===== src/rtl/irq_ctrl_if.sv =====
// Bus between the interrupt front-end and the CPU side (CP0 handshake plus
// software-visible mask/clear/pending registers and the raw interrupt lines).
interface irq_ctrl_if #(
    parameter int N  = 4,
    parameter int CW = 2
);
    logic [N-1:0]  irq_raw;
    logic          mask_we;
    logic [N-1:0]  mask_wdata;
    logic          clr_we;
    logic [N-1:0]  clr_wdata;
    logic          ack;
    logic          eret;
    logic          ir_out;
    logic [CW-1:0] ir_cause;
    logic [N-1:0]  pending;
    logic [N-1:0]  mask;
    logic          busy;

    modport master (
        output irq_raw, mask_we, mask_wdata, clr_we, clr_wdata, ack, eret,
        input  ir_out, ir_cause, pending, mask, busy
    );

    modport slave (
        input  irq_raw, mask_we, mask_wdata, clr_we, clr_wdata, ack, eret,
        output ir_out, ir_cause, pending, mask, busy
    );
endinterface


===== src/rtl/irq_ctrl.sv =====
// Interrupt front-end for CP0: synchronise and debounce raw lines, latch rising
// edges as pending, mask, pick the lowest-index winner and hand it to CP0 once.
module irq_ctrl #(
    parameter int           N          = 4,
    parameter int           CW         = 2,
    parameter int           DEB_CYCLES = 4,
    parameter logic [N-1:0] MASK_RST   = {N{1'b1}}
) (
    input  logic      clk,
    input  logic      rst_n,
    irq_ctrl_if.slave bus
);

    typedef enum logic [1:0] {
        IDLE = 2'd0,
        REQ  = 2'd1,
        SERV = 2'd2
    } state_t;

    // The counter accepts the change on the edge it would step onto DEB_CYCLES.
    localparam logic [15:0] DEB_LAST = 16'(DEB_CYCLES - 1);

    logic [N-1:0]  s1, s2;
    logic [N-1:0]  stable, stable_d;
    logic [N-1:0]  rise;
    logic [15:0]   deb_cnt [N];

    logic [N-1:0]  pending_q, pending_n;
    logic [N-1:0]  mask_q;
    logic [N-1:0]  active;
    logic [CW-1:0] winner;

    state_t        state_q, state_n;
    logic [CW-1:0] cause_q, cause_n;
    logic          ir_out_q, ir_out_n;
    logic          busy_q, busy_n;
    logic          ack_clr;

    function automatic logic [CW-1:0] lowest_set(input logic [N-1:0] v);
        lowest_set = '0;
        for (int i = N - 1; i >= 0; i--) begin
            if (v[i]) lowest_set = CW'(i);
        end
    endfunction

    // NOTE: state is written with <= so every flop samples the pre-edge values;
    // a blocking = here would let s2 see this cycle's s1 and collapse the chain.
    // NOTE: the per-line debounce counters are ordinary flops, not a RAM, so
    // they are reset along with everything else.
    always_ff @(posedge clk or negedge rst_n) begin
        if (!rst_n) begin
            s1       <= '0;
            s2       <= '0;
            stable   <= '0;
            stable_d <= '0;
            for (int i = 0; i < N; i++) deb_cnt[i] <= '0;
        end else begin
            s1       <= bus.irq_raw;
            s2       <= s1;
            stable_d <= stable;
            for (int i = 0; i < N; i++) begin
                if (s2[i] != stable[i]) begin
                    if (deb_cnt[i] == DEB_LAST) begin
                        stable[i]  <= s2[i];
                        deb_cnt[i] <= '0;
                    end else begin
                        deb_cnt[i] <= deb_cnt[i] + 16'd1;
                    end
                end else begin
                    deb_cnt[i] <= '0;
                end
            end
        end
    end

    assign rise    = stable & ~stable_d;
    assign active  = pending_q & mask_q;
    assign winner  = lowest_set(active);
    assign ack_clr = (state_q == REQ) && bus.ack;

    // A fresh rise outranks both clear sources so no edge is ever lost.
    // NOTE: pending_n takes its hold value first so no path leaves it unassigned,
    // which would otherwise infer a latch.
    always_comb begin
        pending_n = pending_q;
        for (int i = 0; i < N; i++) begin
            if (rise[i])
                pending_n[i] = 1'b1;
            else if (bus.clr_we && bus.clr_wdata[i])
                pending_n[i] = 1'b0;
            else if (ack_clr && (cause_q == CW'(i)))
                pending_n[i] = 1'b0;
        end
    end

    // ERET returns to IDLE, never straight to REQ, so ir_out always drops for at
    // least one IDLE cycle and CP0 sees a genuine new rising edge.
    always_comb begin
        state_n = state_q;
        cause_n = cause_q;
        unique case (state_q)
            IDLE: if (active != '0) begin
                state_n = REQ;
                cause_n = winner;
            end
            REQ:  if (bus.ack)  state_n = SERV;
            SERV: if (bus.eret) state_n = IDLE;
            default: state_n = IDLE;
        endcase
        ir_out_n = (state_n == REQ);
        busy_n   = (state_n != IDLE);
    end

    always_ff @(posedge clk or negedge rst_n) begin
        if (!rst_n) begin
            pending_q <= '0;
            mask_q    <= MASK_RST;
            state_q   <= IDLE;
            cause_q   <= '0;
            ir_out_q  <= 1'b0;
            busy_q    <= 1'b0;
        end else begin
            pending_q <= pending_n;
            if (bus.mask_we) mask_q <= bus.mask_wdata;
            state_q   <= state_n;
            cause_q   <= cause_n;
            ir_out_q  <= ir_out_n;
            busy_q    <= busy_n;
        end
    end

    assign bus.ir_out   = ir_out_q;
    assign bus.ir_cause = cause_q;
    assign bus.pending  = pending_q;
    assign bus.mask     = mask_q;
    assign bus.busy     = busy_q;

endmodule


===== src/flat_wrapper.sv =====
// flat-port wrapper written by rule: the top's interface ports become plain ports
module irq_ctrl_flat 
#(
    parameter int           N          = 4,
    parameter int           CW         = 2,
    parameter int           DEB_CYCLES = 4,
    parameter logic [N-1:0] MASK_RST   = {N{1'b1}}
)
  (clk, rst_n, bus_irq_raw, bus_mask_we, bus_mask_wdata, bus_clr_we, bus_clr_wdata, bus_ack, bus_eret, bus_ir_out, bus_ir_cause, bus_pending, bus_mask, bus_busy);
  irq_ctrl_if #(.N(N), .CW(CW)) bus_i ();
  input  logic clk;
  input  logic rst_n;
  input wire logic [$bits(bus_i.irq_raw)-1:0] bus_irq_raw;
  input wire logic [$bits(bus_i.mask_we)-1:0] bus_mask_we;
  input wire logic [$bits(bus_i.mask_wdata)-1:0] bus_mask_wdata;
  input wire logic [$bits(bus_i.clr_we)-1:0] bus_clr_we;
  input wire logic [$bits(bus_i.clr_wdata)-1:0] bus_clr_wdata;
  input wire logic [$bits(bus_i.ack)-1:0] bus_ack;
  input wire logic [$bits(bus_i.eret)-1:0] bus_eret;
  output wire logic [$bits(bus_i.ir_out)-1:0] bus_ir_out;
  output wire logic [$bits(bus_i.ir_cause)-1:0] bus_ir_cause;
  output wire logic [$bits(bus_i.pending)-1:0] bus_pending;
  output wire logic [$bits(bus_i.mask)-1:0] bus_mask;
  output wire logic [$bits(bus_i.busy)-1:0] bus_busy;
  assign bus_i.irq_raw = bus_irq_raw;
  assign bus_i.mask_we = bus_mask_we;
  assign bus_i.mask_wdata = bus_mask_wdata;
  assign bus_i.clr_we = bus_clr_we;
  assign bus_i.clr_wdata = bus_clr_wdata;
  assign bus_i.ack = bus_ack;
  assign bus_i.eret = bus_eret;
  assign bus_ir_out = bus_i.ir_out;
  assign bus_ir_cause = bus_i.ir_cause;
  assign bus_pending = bus_i.pending;
  assign bus_mask = bus_i.mask;
  assign bus_busy = bus_i.busy;
  irq_ctrl #(.N(N), .CW(CW), .DEB_CYCLES(DEB_CYCLES), .MASK_RST(MASK_RST)) u_core (.clk(clk), .rst_n(rst_n), .bus(bus_i));
endmodule

===== config.mk =====
export PLATFORM = sky130hd
export DESIGN_NAME = irq_ctrl_flat
export DESIGN_NICKNAME = d
export VERILOG_FILES = /design/src/rtl/irq_ctrl_if.sv /design/src/rtl/irq_ctrl.sv /design/src/flat_wrapper.sv
export SDC_FILE = /design/constraint.sdc
export NUM_CORES = 1
export LEC_CHECK = 0
export CAP_MARGIN = 20
export CORE_MARGIN = 2
export CORE_UTILIZATION = 53
export DETAILED_ROUTE_END_ITERATION = 8
export PLACE_DENSITY = 0.76
export SYNTH_ARGS = -nofsm -noshare
export SYNTH_HDL_FRONTEND = slang
export SYNTH_SLANG_ARGS = --single-unit

===== constraint.sdc =====
create_clock -name clk -period 1.6 [get_ports clk]
set_input_delay 0.16 -clock clk [delete_from_list [all_inputs] [get_ports clk]]
set_output_delay 0.16 -clock clk [all_outputs]
set_load 0.05 [all_outputs]

==> impl_metrics.py <==
metrics = {
    "setup_path": {
        "arrival_ns": 1.86,
        "crit_family": "simple AND/OR/NAND/NOR gates",
        "crit_slowest_cell": "nor4_1",
        "crit_type": "reg -> reg",
        "reg2regPathDepth": 5,
        "max_stage_delay_ns": 0.43,
        "path_buf_inv": 0,
        "required_ns": 1.84,
        "path_cells": "ha_1, nand4_1, nor4_1, xnor2_1, nor2_1",
        "r2r-start": "u_core.deb_cnt[48]",
        "critPathMaxFanout": 4,
        "rrSetupSlack_ns": -0.02,
        "end_kind": "flip-flop",
        "rr_endpoint": "u_core.deb_cnt[62]",
        "start_kind": "flip-flop",
    },
    "placed_design": {
        "place_hpwl_um": 5840,
        "place.gp.congestion": 0.817,
        "portBuffers": 29,
        "placed_cells": 559,
    },
    "clocking": {
        "clkLatencyLatePin_ns": 0.36,
        "h-tree-depth": 3,
        "cts_root_buf": "clkbuf_8",
        "cts_buffers": 9,
        "cts_tree": "built",
        "cts_buffer_depth": 2,
        "clkSinkCount": 94,
        "clk_transition_reported_paths_ns": 0.09,
    },
    "synth": {
        "synth_area_per_cell_um2": 10.3,
        "syn_nets": 434,
        "seq_area_frac_synth_pct": 55.4,
        "ys_types": 34,
        "async_flop_share_pct": 100,
        "synthFlopType": "dfrtp_1",
        "syn_inst": 412,
        "synth_edf_count": 0,
        "ys_ff_latch": 94,
        "syn_area_um2": 4260,
        "yosysWarnings": 0,
    },
    "die": {
        "die_width_um": 93.6,
        "die_area_um2": 8760,
        "ios": 30,
        "coreArea_um2": 7770,
        "rows": 32,
        "fp.dieH_um": 93.6,
        "initial_utilization_pct": 54.8,
    },
    "sta": {
        "skew_ns": 0.0145,
        "slew_headroom_pct": 75.4,
        "finalSetupViolCount": 1,
        "rsz0062_at_grt": "true",
        "max_freq_mhz": 619,
        "period_needed_ns": 1.62,
        "hold_viol": 0,
        "maxSlewViolCount": 0,
        "whs_ns": 0.207,
        "worst_slack_ns": -0.0160,
        "fin_crit_sh_pct": 101,
        "max_slew.worst_pin.slew_ns": 0.366,
    },
    "global_routing": {
        "grt_pass1_wl_um": 13900,
        "antenna_found_initial": 0,
        "grt_use_total_pct": 20.3,
        "grt_pass1_vias": 3047,
        "grt_max_degree": 44,
        "overflow": 0,
    },
    "drt": {
        "routed_wirelength_um": 8410,
        "vias": 3184,
        "drt_iter0_drc": 167,
        "drt-vias-per-instance": 5.49,
        "drt-pass1-iter-count": 5,
        "postRouteAntennaNets": 0,
        "wl_per_cell_um": 14.5,
        "drc_errors": 0,
    },
    "pwr": {
        "p_seq_share_pct": 47.8,
        "sw_frac_of_total_pct": 35.8,
        "power_frac_comb_pct": 31.3,
        "clkPwrFrac_pct": 21.0,
        "p_int_mw": 4.20,
        "p_per_area_nw_per_um2": 1270,
        "p_sw_mw": 2.34,
        "ir_worst_vdd_mv": 0.688,
        "leakagePower_nw": 2.12,
    },
    "finish": {
        "multi_input_area_um2": 1870,
        "syn_to_final_growth_pct": 21.1,
        "num-nets-final": 495,
        "diodes": 0,
        "nFillCells": 606,
        "final_cells": 580,
        "ff_latch_area_um2": 2370,
        "drive_gt1_share_pct": 19.9,
        "layout.cells.most_common_list": "dfrtp_1 (80), nor2_1 (68), xnor2_1 (38)",
        "final_common_cell": "dfrtp_1",
    },
    "outcome": {
        "status": "finished, violations left",
        "violations": "negative setup slack",
    },
    "run": {
        "maxCapViolations": 0,
    },
    "min_path": {
        "worstHoldPathType": "in -> async",
    },
}
stage by stage:
stage / cell area (um^2) / TNS [ns] / utilization [%] / setup WS, ns / total power [mW]
2_1_floorplan: 4260 / 0 / - / 0.0183 / 4.25
3_3_place_gp: 4870 / 0 / 62.6 / 0.0804 / 5.03
3_5_place_dp: 4870 / -0.0129 / 62.6 / -0.0129 / 5.10
4_1_cts: 5060 / 0 / 65.1 / 0.0135 / 6.48
5_1_grt: 5150 / -0.620 / 66.3 / -0.0599 / 6.89
6_report: 5150 / -0.0160 / 66.3 / -0.0160 / 6.54
cell type report:
| type | instances | area share (%) |
|---|---|---|
| Clock buffer | 14 | 2.96 |
| Clock inverter | 2 | 0.194 |
| Inverter | 14 | 1.02 |
| Multi-Input combinational cell | 294 | 36.3 |
| Sequential cell | 94 | 46.0 |
| Tap cell | 102 | 2.48 |
| Timing Repair Buffer | 60 | 11.0 |
power groups by stage:
stage / logic (mW) / registers (mW) / clock network (mW)
final: 2.05 / 3.12 / 1.37
after global routing: 2.21 / 3.17 / 1.51
after CTS: 2.00 / 3.08 / 1.40
after detailed placement: 1.98 / 3.13 / 0
after global placement: 1.93 / 3.10 / 0
after floorplan: 0.831 / 3.42 / 0
per-layer routing:
metal | global-route usage, % | part of all wire (%)
met5 | 0 | 0
met1 | 28.5 | 47
met3 | 4.11 | 5.2
met4 | 8.45 | 1.7
met2 | 31.0 | 46
synthesized netlist by cell type (2+ instances only):
cell type  count  area (um^2)
mux2_2         9          101
nor3_1        16         80.1
xor2_1        18          158
and3_1         5         31.3
o311ai_0       2         17.5
o31ai_1        4         30.0
o21ai_0        6         30.0
nor3b_1        4         30.0
nand3_1       28          140
clkbuf_1       3         11.3
nor2_1        68          255
and4_1         2         17.5
inv_1         14         52.6
dfstp_2        4          105
nand4_2        3         37.5
nand2_1       27          101
ha_1           4         50.1
a21oi_1        5         25.0
xnor2_1       38          333
or4_1          4         30.0
nor4_1        21          131
buf_2          7         35.0
dfrtp_1       90         2250
nand4_1       20          125
flip-flops by register name (all words and copies together), names as in the netlist:
signal / flops
u_core.bus.ir_cause: 2
u_core.stable: 4
u_core.bus.mask: 4
u_core.bus.pending: 4
u_core.deb_cnt: 64
u_core.state_q: 2
u_core.stable_d: 4
u_core.bus.busy: 1
u_core.s1: 4
u_core.s2: 4
u_core.bus.ir_out: 1
logic make-up (layout without fill, tap and decap cells):
group	count (synthesis)	after routing	share of synthesized area, %
muxes	9	9	2.38
and+or+nand+nor	205	205	24.3
buffers and inverters	24	90	2.32
xor gates and xnor gates	56	56	11.5
AOI/OAI and AO/OA	20	20	2.97
adders and majority gates	4	4	1.18
DFF	94	94	55.4
what timing repair did:
| action | in CTS | in global routing |
|---|---|---|
| endpoints found under the hold margin | 40 | 0 |
| endpoints found under the setup margin | 16 | 51 |
| hold buffers | 1 | 0 |
| pin swaps | 0 | 8 |
| resized for setup | 2 | 22 |
| buffers inserted | 1 | 3 |
how the worst max path moves through the flow:
stage | slack (ns) | end | depth (start not counted) | start
detailed placement | -0.01 | u_core.deb_cnt[14] | 5 | u_core.deb_cnt[0]
floorplan | 0.02 | u_core.deb_cnt[10] | 6 | u_core.deb_cnt[0]
global route | -0.06 | u_core.deb_cnt[62] | 5 | u_core.deb_cnt[48]
global placement | 0.08 | u_core.deb_cnt[14] | 5 | u_core.deb_cnt[0]
CTS | 0.01 | u_core.deb_cnt[30] | 5 | u_core.deb_cnt[17]
finish | -0.02 | u_core.deb_cnt[62] | 5 | u_core.deb_cnt[48]
Power figures use the tool's default switching activity.
